`src/rtl/aes_byte_display_seq.sv`:
```
// Purpose: steps through the 16 bytes of a captured AES block and turns each byte into three BCD digits for the display.
// Latency: a load or advance sampled on edge N updates word/byte_idx/valid after edge N+8 (one double-dabble iteration per cycle).
// Backpressure: none; next arriving outside SHOW is dropped, and load always wins and restarts from byte 0.
// Optional feature: define AES_DISP_AUTO_ADVANCE_EN to build the dwell timer that auto-advances every DWELL_CYCLES cycles.
module aes_byte_display_seq #(
  parameter int unsigned DWELL_CYCLES = 50_000_000
) (
  input  logic         clk,
  input  logic         reset,
  input  logic [127:0] data_in,
  input  logic         load,
  input  logic         next,
  output logic [11:0]  word,
  output logic [3:0]   byte_idx,
  output logic         valid,
  output logic         busy
);

  typedef enum logic [1:0] {
    S_IDLE = 2'd0,
    S_CONV = 2'd1,
    S_SHOW = 2'd2
  } state_e;

  state_e        state_q, state_d;
  logic [127:0]  block_q, block_d;
  logic [3:0]    idx_q, idx_d;
  // Double-dabble register: [19:8] BCD digits, [7:0] binary still to shift in.
  logic [19:0]   sr_q, sr_d;
  logic [2:0]    cnt_q, cnt_d;
  logic [11:0]   word_q, word_d;
  logic [3:0]    byte_idx_q, byte_idx_d;
  logic          valid_q, valid_d;

  logic [19:0]   sr_step;
  logic [3:0]    adv_idx;
  logic          dwell_hit;
  logic          dwell_clr;

  // Byte 0 sits in the top byte of the block, byte 15 in the bottom byte.
  function automatic logic [7:0] sel_byte(input logic [127:0] blk, input logic [3:0] idx);
    logic [6:0] base;
    base = {~idx, 3'b000};
    return blk[base +: 8];
  endfunction

  // One add-3/shift iteration: correct every BCD nibble >= 5, then shift left by one.
  function automatic logic [19:0] dabble_step(input logic [19:0] sr);
    logic [19:0] adj;
    adj = sr;
    for (int d = 0; d < 3; d++) begin
      if (adj[8 + 4*d +: 4] >= 4'd5) begin
        adj[8 + 4*d +: 4] = adj[8 + 4*d +: 4] + 4'd3;
      end
    end
    return {adj[18:0], 1'b0};
  endfunction

  assign sr_step = dabble_step(sr_q);
  assign adv_idx = idx_q + 4'd1;

  // Next-state logic: load overrides everything, then the per-state behaviour.
  always_comb begin
    state_d    = state_q;
    block_d    = block_q;
    idx_d      = idx_q;
    sr_d       = sr_q;
    cnt_d      = cnt_q;
    word_d     = word_q;
    byte_idx_d = byte_idx_q;
    valid_d    = valid_q;
    dwell_clr  = 1'b0;

    if (load) begin
      // word is left alone so the display keeps its last digits while the new block converts.
      block_d = data_in;
      idx_d   = 4'd0;
      sr_d    = {12'h000, data_in[127:120]};
      cnt_d   = 3'd0;
      valid_d = 1'b0;
      state_d = S_CONV;
    end else begin
      unique case (state_q)
        S_IDLE: begin
          state_d = S_IDLE;
        end
        S_CONV: begin
          sr_d  = sr_step;
          cnt_d = cnt_q + 3'd1;
          if (cnt_q == 3'd7) begin
            word_d     = sr_step[19:8];
            byte_idx_d = idx_q;
            valid_d    = 1'b1;
            dwell_clr  = 1'b1;
            state_d    = S_SHOW;
          end
        end
        S_SHOW: begin
          // Displayed word/byte_idx/valid stay put during the next conversion to avoid flicker.
          if (next || dwell_hit) begin
            idx_d   = adv_idx;
            sr_d    = {12'h000, sel_byte(block_q, adv_idx)};
            cnt_d   = 3'd0;
            state_d = S_CONV;
          end
        end
        default: begin
          state_d = S_IDLE;
        end
      endcase
    end
  end

  // State and datapath registers; reset blanks the display (0xFFF).
  always_ff @(posedge clk or posedge reset) begin
    if (reset) begin
      state_q    <= S_IDLE;
      block_q    <= '0;
      idx_q      <= 4'd0;
      sr_q       <= '0;
      cnt_q      <= 3'd0;
      word_q     <= 12'hFFF;
      byte_idx_q <= 4'd0;
      valid_q    <= 1'b0;
    end else begin
      state_q    <= state_d;
      block_q    <= block_d;
      idx_q      <= idx_d;
      sr_q       <= sr_d;
      cnt_q      <= cnt_d;
      word_q     <= word_d;
      byte_idx_q <= byte_idx_d;
      valid_q    <= valid_d;
    end
  end

`ifdef AES_DISP_AUTO_ADVANCE_EN
  localparam logic [31:0] DwellLast = 32'(DWELL_CYCLES - 1);

  logic [31:0] dwell_q, dwell_d;

  // Advance on the SHOW cycle where the counter reaches DWELL_CYCLES-1.
  assign dwell_hit = (state_q == S_SHOW) && (dwell_q == DwellLast);

  // Dwell counter: zeroed on SHOW entry, counts every SHOW cycle.
  always_comb begin
    dwell_d = dwell_q;
    if (dwell_clr) begin
      dwell_d = 32'd0;
    end else if (state_q == S_SHOW) begin
      dwell_d = dwell_q + 32'd1;
    end
  end

  // Dwell counter register.
  always_ff @(posedge clk or posedge reset) begin
    if (reset) begin
      dwell_q <= 32'd0;
    end else begin
      dwell_q <= dwell_d;
    end
  end
`else
  // No dwell timer: SHOW holds until next. DWELL_CYCLES is accepted but has no effect.
  logic [32:0] dwell_unused;
  assign dwell_hit    = 1'b0;
  assign dwell_unused = {dwell_clr, 32'(DWELL_CYCLES)};
`endif

  assign word     = word_q;
  assign byte_idx = byte_idx_q;
  assign valid    = valid_q;
  assign busy     = (state_q == S_CONV);

endmodule

```
`config.mk`:
```
export PLATFORM = sky130hd
export DESIGN_NAME = aes_byte_display_seq
export DESIGN_NICKNAME = d
export VERILOG_FILES = /design/src/rtl/aes_byte_display_seq.sv
export SDC_FILE = /design/constraint.sdc
export NUM_CORES = 1
export LEC_CHECK = 0
export ABC_CLOCK_PERIOD_IN_PS = 16000
export CORE_ASPECT_RATIO = 1.5
export CORE_MARGIN = 10
export CORE_UTILIZATION = 45
export CTS_CLUSTER_SIZE = 30
export DETAILED_ROUTE_END_ITERATION = 8
export HOLD_SLACK_MARGIN = 0.02
export PLACE_DENSITY_LB_ADDON = 0.1
export REMOVE_ABC_BUFFERS = 1
export SYNTH_ARGS = -nofsm -noshare
export SYNTH_HDL_FRONTEND = slang
export SYNTH_SLANG_ARGS = --single-unit
```
`constraint.sdc`:
```
create_clock -name clk -period 16 [get_ports clk]
set_input_delay 1.6 -clock clk [delete_from_list [all_inputs] [get_ports clk]]
set_output_delay 1.6 -clock clk [all_outputs]
set_load 0.05 [all_outputs]
```
==> results of run 1 <==
layout make-up:
class / count / area share (%)
clock buffers: 19 / 4.371
clock inverters: 13 / 1.050
inverters: 17 / 0.6792
multi-input cells: 390 / 33.05
flip-flops and latches: 174 / 43.12
well taps: 213 / 2.630
repair buffers: 154 / 15.10
state kept, by name, indices dropped and copies added (netlist names):
name	flops
cnt_q	3
block_q	128
idx_q	4
state_q	2
word	12
sr_q	20
valid	1
byte_idx	4
routing by layer:
| metal | routed length, um | GRT usage [%] |
|---|---|---|
| met5 | 0 | 0 |
| met4 | 296 | 5.285 |
| met3 | 944 | 4.410 |
| met2 | 10040 | 28.74 |
| met1 | 7640 | 18.56 |
metrics by stage:
step	utilization, %	hold WS (ps)
after CTS	58.41	480.4
after global routing	58.41	493.3
after detailed placement	55.24	470.6
after global placement	55.24	464.4
final	58.41	476.0
after floorplan	-	449.1
power by group through the flow:
stage / clock network (uW) / logic [uW] / registers (uW)
floorplan: 0 / 60.3 / 499
global placement: 0 / 113 / 501
detailed placement: 0 / 116 / 504
CTS: 396 / 117 / 495
global route: 412 / 125 / 500
finish: 384 / 115 / 495
path summary, 6_finish.rpt:
kind / start / to / depth (start not counted)
setup / recovery: state_q[1]$_DFFE_PP0P_ / busy / 3
hold / removal: word[2]$_DFFE_PP1P_ / word[2]$_DFFE_PP1P_ / 2
setup reg to reg: idx_q[0]$_DFFE_PP0P_ / sr_q[1]$_DFFE_PP0P_ / 8
hold reg to reg: word[2]$_DFFE_PP1P_ / word[2]$_DFFE_PP1P_ / 2
max in group asynchronous: reset / sr_q[17]$_DFFE_PP0P_ / 3
min in group asynchronous: reset / block_q[15]$_DFFE_PP0P_ / 2
cells by family (layout without fill, tap and decap cells):
family | count (synthesis) | in the layout | synth area share (%)
buffers and inverters | 51 | 203 | 2.930
XOR/XNOR | 8 | 8 | 1.119
multiplexers | 162 | 162 | 25.91
AND/OR/NAND/NOR | 136 | 136 | 7.688
flip-flops | 174 | 174 | 55.01
adder cells (fa/ha/maj) | 9 | 9 | 1.418
AO/OA/AOI/OAI | 75 | 75 | 5.923
synth_stat cells, types with 6 or more instances:
library cell	number
inv_1	17
mux4_2	11
a32oi_1	7
mux2_1	17
nand2b_1	6
mux2i_1	8
a41oi_1	7
mux2_2	118
nand3_1	14
o21ai_0	31
dfstp_2	12
nand2_1	78
xnor2_1	6
dfrtp_1	162
nor2_1	15
ha_1	9
clkbuf_1	24
nand4_1	7
a21oi_1	11
mux4_1	8
critical path, stage by stage, from the launching register on:
cell and delay, ps:
dfrtp_1 400, nand2b_1 320, inv_1 200, clkdlybuf4s50_1 860
==> reports/results.tsv, run 1 <==
metric	value	unit
final_layout_size_suffix_gt1_share	23.86	%
finalSetupViolations	0	
arrival	2210	ps
ir_drop	0.00005989	V
cts_hold_buffers	0	
viasPerCell	5.442	
synth_cells	615	
grt_pass1_vias	5943	
synth_area	0.007943	mm^2
seq_area_frac_synth	55.01	%
nets	895	
pin_count	150	
final_cell_mix	162 x dfrtp_1, 148 x clkdlybuf4s50_1, 118 x mux2_2	
critPathKind	register to primary output	
num_rows	59	
yosys_warnings	0	
cts_tree	yes	
synth_edf_count	0	
min_period	3812	ps
finish.instance_area	0.01013	mm^2
post-place-ws	12170	ps
grt_max_degree	95	
die_area	0.02347	mm^2
vias	5333	
ys_ff_latch	174	
cts_max_level	4	
core-area	0.01735	mm^2
multi_input_area	0.003348	mm^2
drtIter0Drc	336	
cp.required	14400	ps
tns	0	ps
r2r_setup_slack	12760	ps
period_share	23.83	%
cts-root-buf	clkbuf_16	
grt_pass1_wl	30390	um
slew_viol_final	0	
fp.dieH	182.7	um
hold_viol	0	
diodes	0	
power_frac_seq	49.8	%
synth.top_cell.area_share	51.04	%
fin_skew	10.21	ps
hold_path_class	register to register	
cts_resized	0	
clock_latency	430	ps
critPathCaptureType	primary output	
die_x	128.5	um
yosys-top-cells-area	dfrtp_1 51%, mux2_2 17%, dfstp_2 4.0%, nand2_1 3.7%, mux4_2 3.1%	
start_kind	register	
drt_first_pass_iters	4	
dpl.hpwl	13760	um
p_comb_share	11.5	%
fmax	0.2623	GHz
slew_headroom	30.22	%
area_growth	27.57	%
layout_commonest_cell	dfrtp_1	
wl	18920	um
post_cts_buffers	0	
rsz0062_at_grt	no	
p_int	752.0	uW
yosys.cell_types.count	42	
syn_area_per_cell	12.91	um^2
path_clk_slew	70	ps
synth_flop_cell	dfrtp_1	
p_sw	241.4	uW
cts.sink_count	174	
ys_async_sr_fraction	100.0	%
p_leak	0.004058	uW
gp_congestion	0.7396	
grt.total_usage	16.32	%
worst_pin_slew	1039	ps
p_per_area	98.04	mW/mm^2
drc	0	
ant_nets	0	
yosys.area.top_type	dfrtp_1	
cts-buffers-inserted	17	
finalPower	993.4	uW
post_drt_wl_per_cell	19.31	um
start_util	45.78	%
setup_ws	12190	ps
clk_path_buf_depth	2	
port_buffers	149	
outcome	finished clean	
place_area	0.009583	mm^2
antenna_found_initial	0	
layout.cells.non_filler	980	
placedCellCount	948	
fillers	1475	
seq_area	0.004369	mm^2
grt_overflow	0	
worstPathMaxFanout	12	
drv_cap	0	
p_clk_share	38.6	%
swShare	24.30	%
No activity file was read; power rests on OpenSTA's default activity.
==> run 2: changes to the inputs <==
- ABC_CLOCK_PERIOD_IN_PS: 16000 -> 3880
- clock period: 16 -> 3.88 ns (I/O delays scaled with it)
==> run 2 against run 1 <==
  * First-iteration DRC count grew 9.2%
  * Count of clock-buffer cells in the layout decreased by 1
  * Utilization up 0.37 points
  * Combinational power rose to 4.1 times the previous value
  * Register-to-register slack got worse by 12000 ps
  * Non-clock buffer count is 4 higher
  * Die area unchanged
  * Clock power increased to 4.3 times the previous value
  * Via count increased by 0.13%
  * Critical path type is now register to register
  * Routed wire length grew 1.5%
  * Cell area grew 0.64%
==> reports/results.tsv, run 2 (synthesized netlist as in run 1, its figures left out) <==
metric	value	unit	change
power_frac_seq	49.2	%	-0.6 points
startpoint	idx_q[1]$_DFFE_PP0P_		
fp.dieH	182.7	um	unchanged
viasPerCell	5.427		-0.28%
fmax	0.3625	GHz	
p_clk_share	39.5	%	+0.9 points
grt.total_usage	16.85	%	+0.53 points
p_leak	0.004096	uW	+0.93%
hold_path_class	input port to asynchronous set/reset pin		
clk_path_buf_depth	2		unchanged
cp.required	4160	ps	-10240 ps
regMostFlops	block_q		
cts_max_level	4		unchanged
path_clk_slew	70	ps	about the same
port_buffers	149		unchanged
drtIter0Drc	367		+9.2%
worstPathMaxFanout	15		+3
cts-buffers-inserted	17		unchanged
grt_pass1_vias	6032		+1.5%
final_cell_mix	162 x dfrtp_1, 148 x clkdlybuf4s50_1, 118 x mux2_2		
ant_nets	0		unchanged
finalSetupViolations	0		unchanged
timing.rr.end	sr_q[1]$_DFFE_PP0P_		
placedCellCount	952		+0.42%
cts_hold_buffers	0		unchanged
area_growth	28.39	%	
clock_latency	420	ps	about the same
nets	899		+0.45%
p_sw	995.5	uW	+310%
start_kind	register		
wl_met2	10160	um	+1.2%
drv_cap	0		unchanged
die_x	128.5	um	unchanged
cts_tree	yes		
drc	0		unchanged
wl	19210	um	+1.5%
worst_hold_slack	418.0	ps	-57.95 ps
post_cts_buffers	0		unchanged
critPathKind	register to register		
wirelength_met1	7822	um	+2.4%
cts.sink_count	174		unchanged
slew_viol_final	0		unchanged
pin_count	150		unchanged
grt_overflow	0		unchanged
p_comb_share	11.3	%	-0.2 points
min_period	2758	ps	
ir_drop	0.0002429	V	+310%
cts-root-buf	clkbuf_16		
reg2regPathDepth	7		-1
hold_viol	0		unchanged
wl_met3	926	um	-1.9%
p_per_area	408.2	mW/mm^2	+320%
drt_first_pass_iters	4		unchanged
arrival	3040	ps	+830 ps
diodes	0		unchanged
period_share	71.09	%	
highest_layer	met4		
grt_pass1_wl	31510	um	+3.7%
gp_congestion	0.7577		+2.4%
p_int	3167	uW	+320%
worst_pin_slew	1156	ps	+117.3 ps
dpl.hpwl	14090	um	+2.4%
r2r_start	idx_q[1]$_DFFE_PP0P_		
start_util	45.78	%	unchanged
critPathCaptureType	register		
outcome	finished clean		
rsz0062_at_grt	no		
layout.cells.non_filler	984		+0.41%
antenna_found_initial	0		unchanged
swShare	23.92	%	-0.38 points
r2r_setup_slack	1120	ps	-11640 ps
grt_max_degree	80		-16%
final_layout_size_suffix_gt1_share	24.38	%	+0.52 points
slew_headroom	22.34	%	-7.9 points
worstSetupEndpoint	sr_q[1]$_DFFE_PP0P_		
cts_resized	0		unchanged
num_rows	59		unchanged
vias	5340		+0.13%
layout_commonest_cell	dfrtp_1		
fin_skew	7.276	ps	-2.938 ps
die_area	0.02347	mm^2	unchanged
core-area	0.01735	mm^2	unchanged
post_drt_wl_per_cell	19.52	um	+1.1%
largest_reg_flops	128		unchanged
tns	0	ps	unchanged
[run 2: cell types whose count changed in the layout (fill, tap and decap cells not counted)]
cell / change
bufinv_16: +1
clkinv_4: -1
clkbuf_1: -1
buf_4: +3
clkinv_2: +1
buf_12: +1
[run 2: power by group through the flow]
stage	logic [uW]	registers [uW]	clock network, uW
finish	471	2050	1640
global route	518	2070	1770
CTS	481	2050	1690
detailed placement	478	2080	0
global placement	464	2070	0
floorplan	249	2060	0
[run 2: per-stage QoR]
step / power, uW / util, % / worst slack [ps] / cell area, um^2
3_3_place_gp: 2538 / 55.48 / 1157 / 9625
6_report: 4162 / 58.78 / 1122 / 10200
4_1_cts: 4214 / 58.78 / 1045 / 10200
2_1_floorplan: 2307 / - / -1205 / 7774
3_5_place_dp: 2559 / 55.48 / 1091 / 9625
5_1_grt: 4349 / 58.78 / 897.6 / 10200
[run 2: routing by layer]
layer | vias up | global-route usage, %
li1 | 2498 | -
met1 | 2692 | 19.85
met2 | 130 | 29.06
met3 | 20 | 4.671
met4 | 0 | 4.923
met5 | - | 0
[run 2: layout make-up]
cell class	count	area, um^2
fill	1481	7151
multi-input combinational	390	3348
clock inverter	14	132.6
timing repair buffer	158	1573
tap	213	266.5
sequential	174	4369
inverter	17	68.82
clock buffer	18	439.2
[run 2: worst min-delay path by stage]
stage,start,endpoint,slack [ps],cells after the start
2_1_floorplan,block_q[96]$_DFFE_PP0P_,block_q[96]$_DFFE_PP0P_,450,1
3_3_place_gp,block_q[102]$_DFFE_PP0P_,block_q[102]$_DFFE_PP0P_,470,1
3_5_place_dp,block_q[104]$_DFFE_PP0P_,block_q[104]$_DFFE_PP0P_,470,1
4_1_cts,load,idx_q[2]$_DFFE_PP0P_,430,2
5_1_grt,load,idx_q[2]$_DFFE_PP0P_,450,2
6_report,reset,block_q[49]$_DFFE_PP0P_,420,2
[run 2: critical path: stages (launching register included)]
cell     delay [ps]
dfrtp_1         390
ha_1            340
xor2_4          540
buf_4           310
mux4_1          560
mux2_2          280
nand2_1          70
a41oi_1         110
==> run 3: changes to the inputs <==
- ABC_CLOCK_PERIOD_IN_PS: 3880 -> 2700
- clock period: 3.88 -> 2.7 ns (I/O delays scaled with it)
==> run 3 against run 2 <==
  * Die area unchanged
  * Clock power rose by 62%
  * Sequential share of layout area down 0.72 points
  * Largest cell class unchanged
  * Largest power group unchanged
  * Highest routed layer unchanged
==> reports/results.tsv, run 3 (synthesized netlist as in run 1, its figures left out) <==
metric	value	unit	change
slew_viol_final	0		unchanged
grt_pass1_wl	31480	um	about the same
highest_layer	met4		
pin_count	150		unchanged
cts-root-buf	clkbuf_16		
critPathKind	register to register		
critPathCaptureType	register		
cts_max_level	4		unchanged
layout_commonest_cell	dfrtp_1		
multi_input_area	0.003348	mm^2	unchanged
worst_pin_slew	640.8	ps	-515.1 ps
dpl.hpwl	14470	um	+2.7%
p_leak	0.004202	uW	+2.6%
fmax	0.4006	GHz	+10%
drt_first_pass_iters	4		unchanged
rsz0062_at_grt	no		
largest_reg_flops	128		unchanged
die_x	128.5	um	unchanged
grt.total_usage	16.88	%	+0.023 points
hold_path_class	input port to register		
p_per_area	606.5	mW/mm^2	+49%
outcome	finished clean		
path_clk_slew	70	ps	about the same
worstPathMaxFanout	25		+10
ant_nets	0		unchanged
num_rows	59		unchanged
start_kind	register		
viasPerCell	5.420		-0.13%
nets	908		+1.0%
worst_hold_slack	197.9	ps	-220.1 ps
fp.dieH	182.7	um	unchanged
cts_resized	0		unchanged
post_drt_wl_per_cell	19.66	um	+0.71%
period_share	92.46	%	+21 points
die_area	0.02347	mm^2	unchanged
clk_path_buf_depth	2		unchanged
drc	0		unchanged
tns	0	ps	unchanged
ir_drop	0.0003874	V	+59%
clock_latency	430	ps	about the same
core-area	0.01735	mm^2	unchanged
wl	19520	um	+1.6%
wl_met3	1061	um	+15%
grt_overflow	0		unchanged
wirelength_met1	7982	um	+2.0%
cts.sink_count	174		unchanged
final_cell_mix	162 x dfrtp_1, 148 x clkdlybuf4s50_1, 118 x mux2_2		
cp.required	2990	ps	-1170 ps
vias	5382		+0.79%
fillers	1408		-4.9%
regMostFlops	block_q		
diodes	0		unchanged
drtIter0Drc	381		+3.8%
port_buffers	149		unchanged
area_growth	30.58	%	
slew_headroom	57.12	%	+35 points
start_util	45.78	%	unchanged
wl_met2	10180	um	+0.22%
finalSetupViolations	0		unchanged
arrival	2790	ps	-250 ps
cts-buffers-inserted	17		unchanged
min_period	2496	ps	-261.9 ps
hold_viol	0		unchanged
post_cts_buffers	0		unchanged
gp_congestion	0.8008		+5.7%
fin_skew	18.16	ps	+10.88 ps
grt_max_degree	113		+41%
cts_hold_buffers	0		unchanged
seq_area	0.004369	mm^2	unchanged
antenna_found_initial	0		unchanged
cts_tree	yes		
drv_cap	0		unchanged
grt_pass1_vias	5971		-1.0%
final_layout_size_suffix_gt1_share	24.87	%	+0.49 points
## run 3: cell types whose count changed in the layout (fill, tap and decap cells not counted), sizes merged
cell	change
inv	-4
bufinv	+4
clkinv	+2
clkinvlp	-5
buf	+9
clkbuf	+3
## run 3: routing by layer
layer	vias up	track usage (%)
li1	2521	-
met1	2703	20.06
met2	135	28.90
met3	23	4.468
met4	0	5.239
met5	-	0
## run 3: critical path: stages (launching register included)
cell,delay [ps]
dfrtp_1,390
ha_1,340
xor2_4,340
buf_12,250
mux4_1,570
mux2_2,280
nand2_1,80
a41oi_1,110
## run 3: worst paths after layout
| kind | start | endpoint | slack (ps) | cells past startpoint |
|---|---|---|---|---|
| max in group asynchronous | reset | block_q[6]$_DFFE_PP0P_ | 1710 | 3 |
| worst max register to register | idx_q[1]$_DFFE_PP0P_ | sr_q[1]$_DFFE_PP0P_ | 200 | 7 |
| min in group asynchronous | reset | block_q[1]$_DFFE_PP0P_ | 230 | 2 |
| worst max-delay path | idx_q[1]$_DFFE_PP0P_ | sr_q[1]$_DFFE_PP0P_ | 200 | 7 |
| worst min register to register | word[4]$_DFFE_PP1P_ | word[4]$_DFFE_PP1P_ | 480 | 2 |
| worst min-delay path | load | idx_q[2]$_DFFE_PP0P_ | 200 | 2 |
## run 3: stage by stage
stage	std cells	area, um^2	worst slack, ps	utilization [%]	total power [uW]
CTS	993	10370	144.6	59.78	6362
global route	993	10370	7.788	59.78	6539
global placement	961	9731	250.2	56.09	3663
floorplan	581	7774	-2267	-	3315
detailed placement	961	9731	164.1	56.09	3691
finish	993	10370	203.7	59.78	6291
## run 3: power breakdown
group	switching (uW)	leakage (uW)	internal, uW
clock network	993	0.000311	1660
registers	122	0.00208	2830
logic	259	0.00181	425
total	1370	0.00420	4920
## run 3: final cells by class
cell class	count	share of cell area, %
clock inverters	11	1.834
well taps	213	2.570
flip-flops and latches	174	42.13
inverters	17	0.6635
multi-input cells	390	32.28
repair buffers	167	16.18
clock buffers	21	4.343
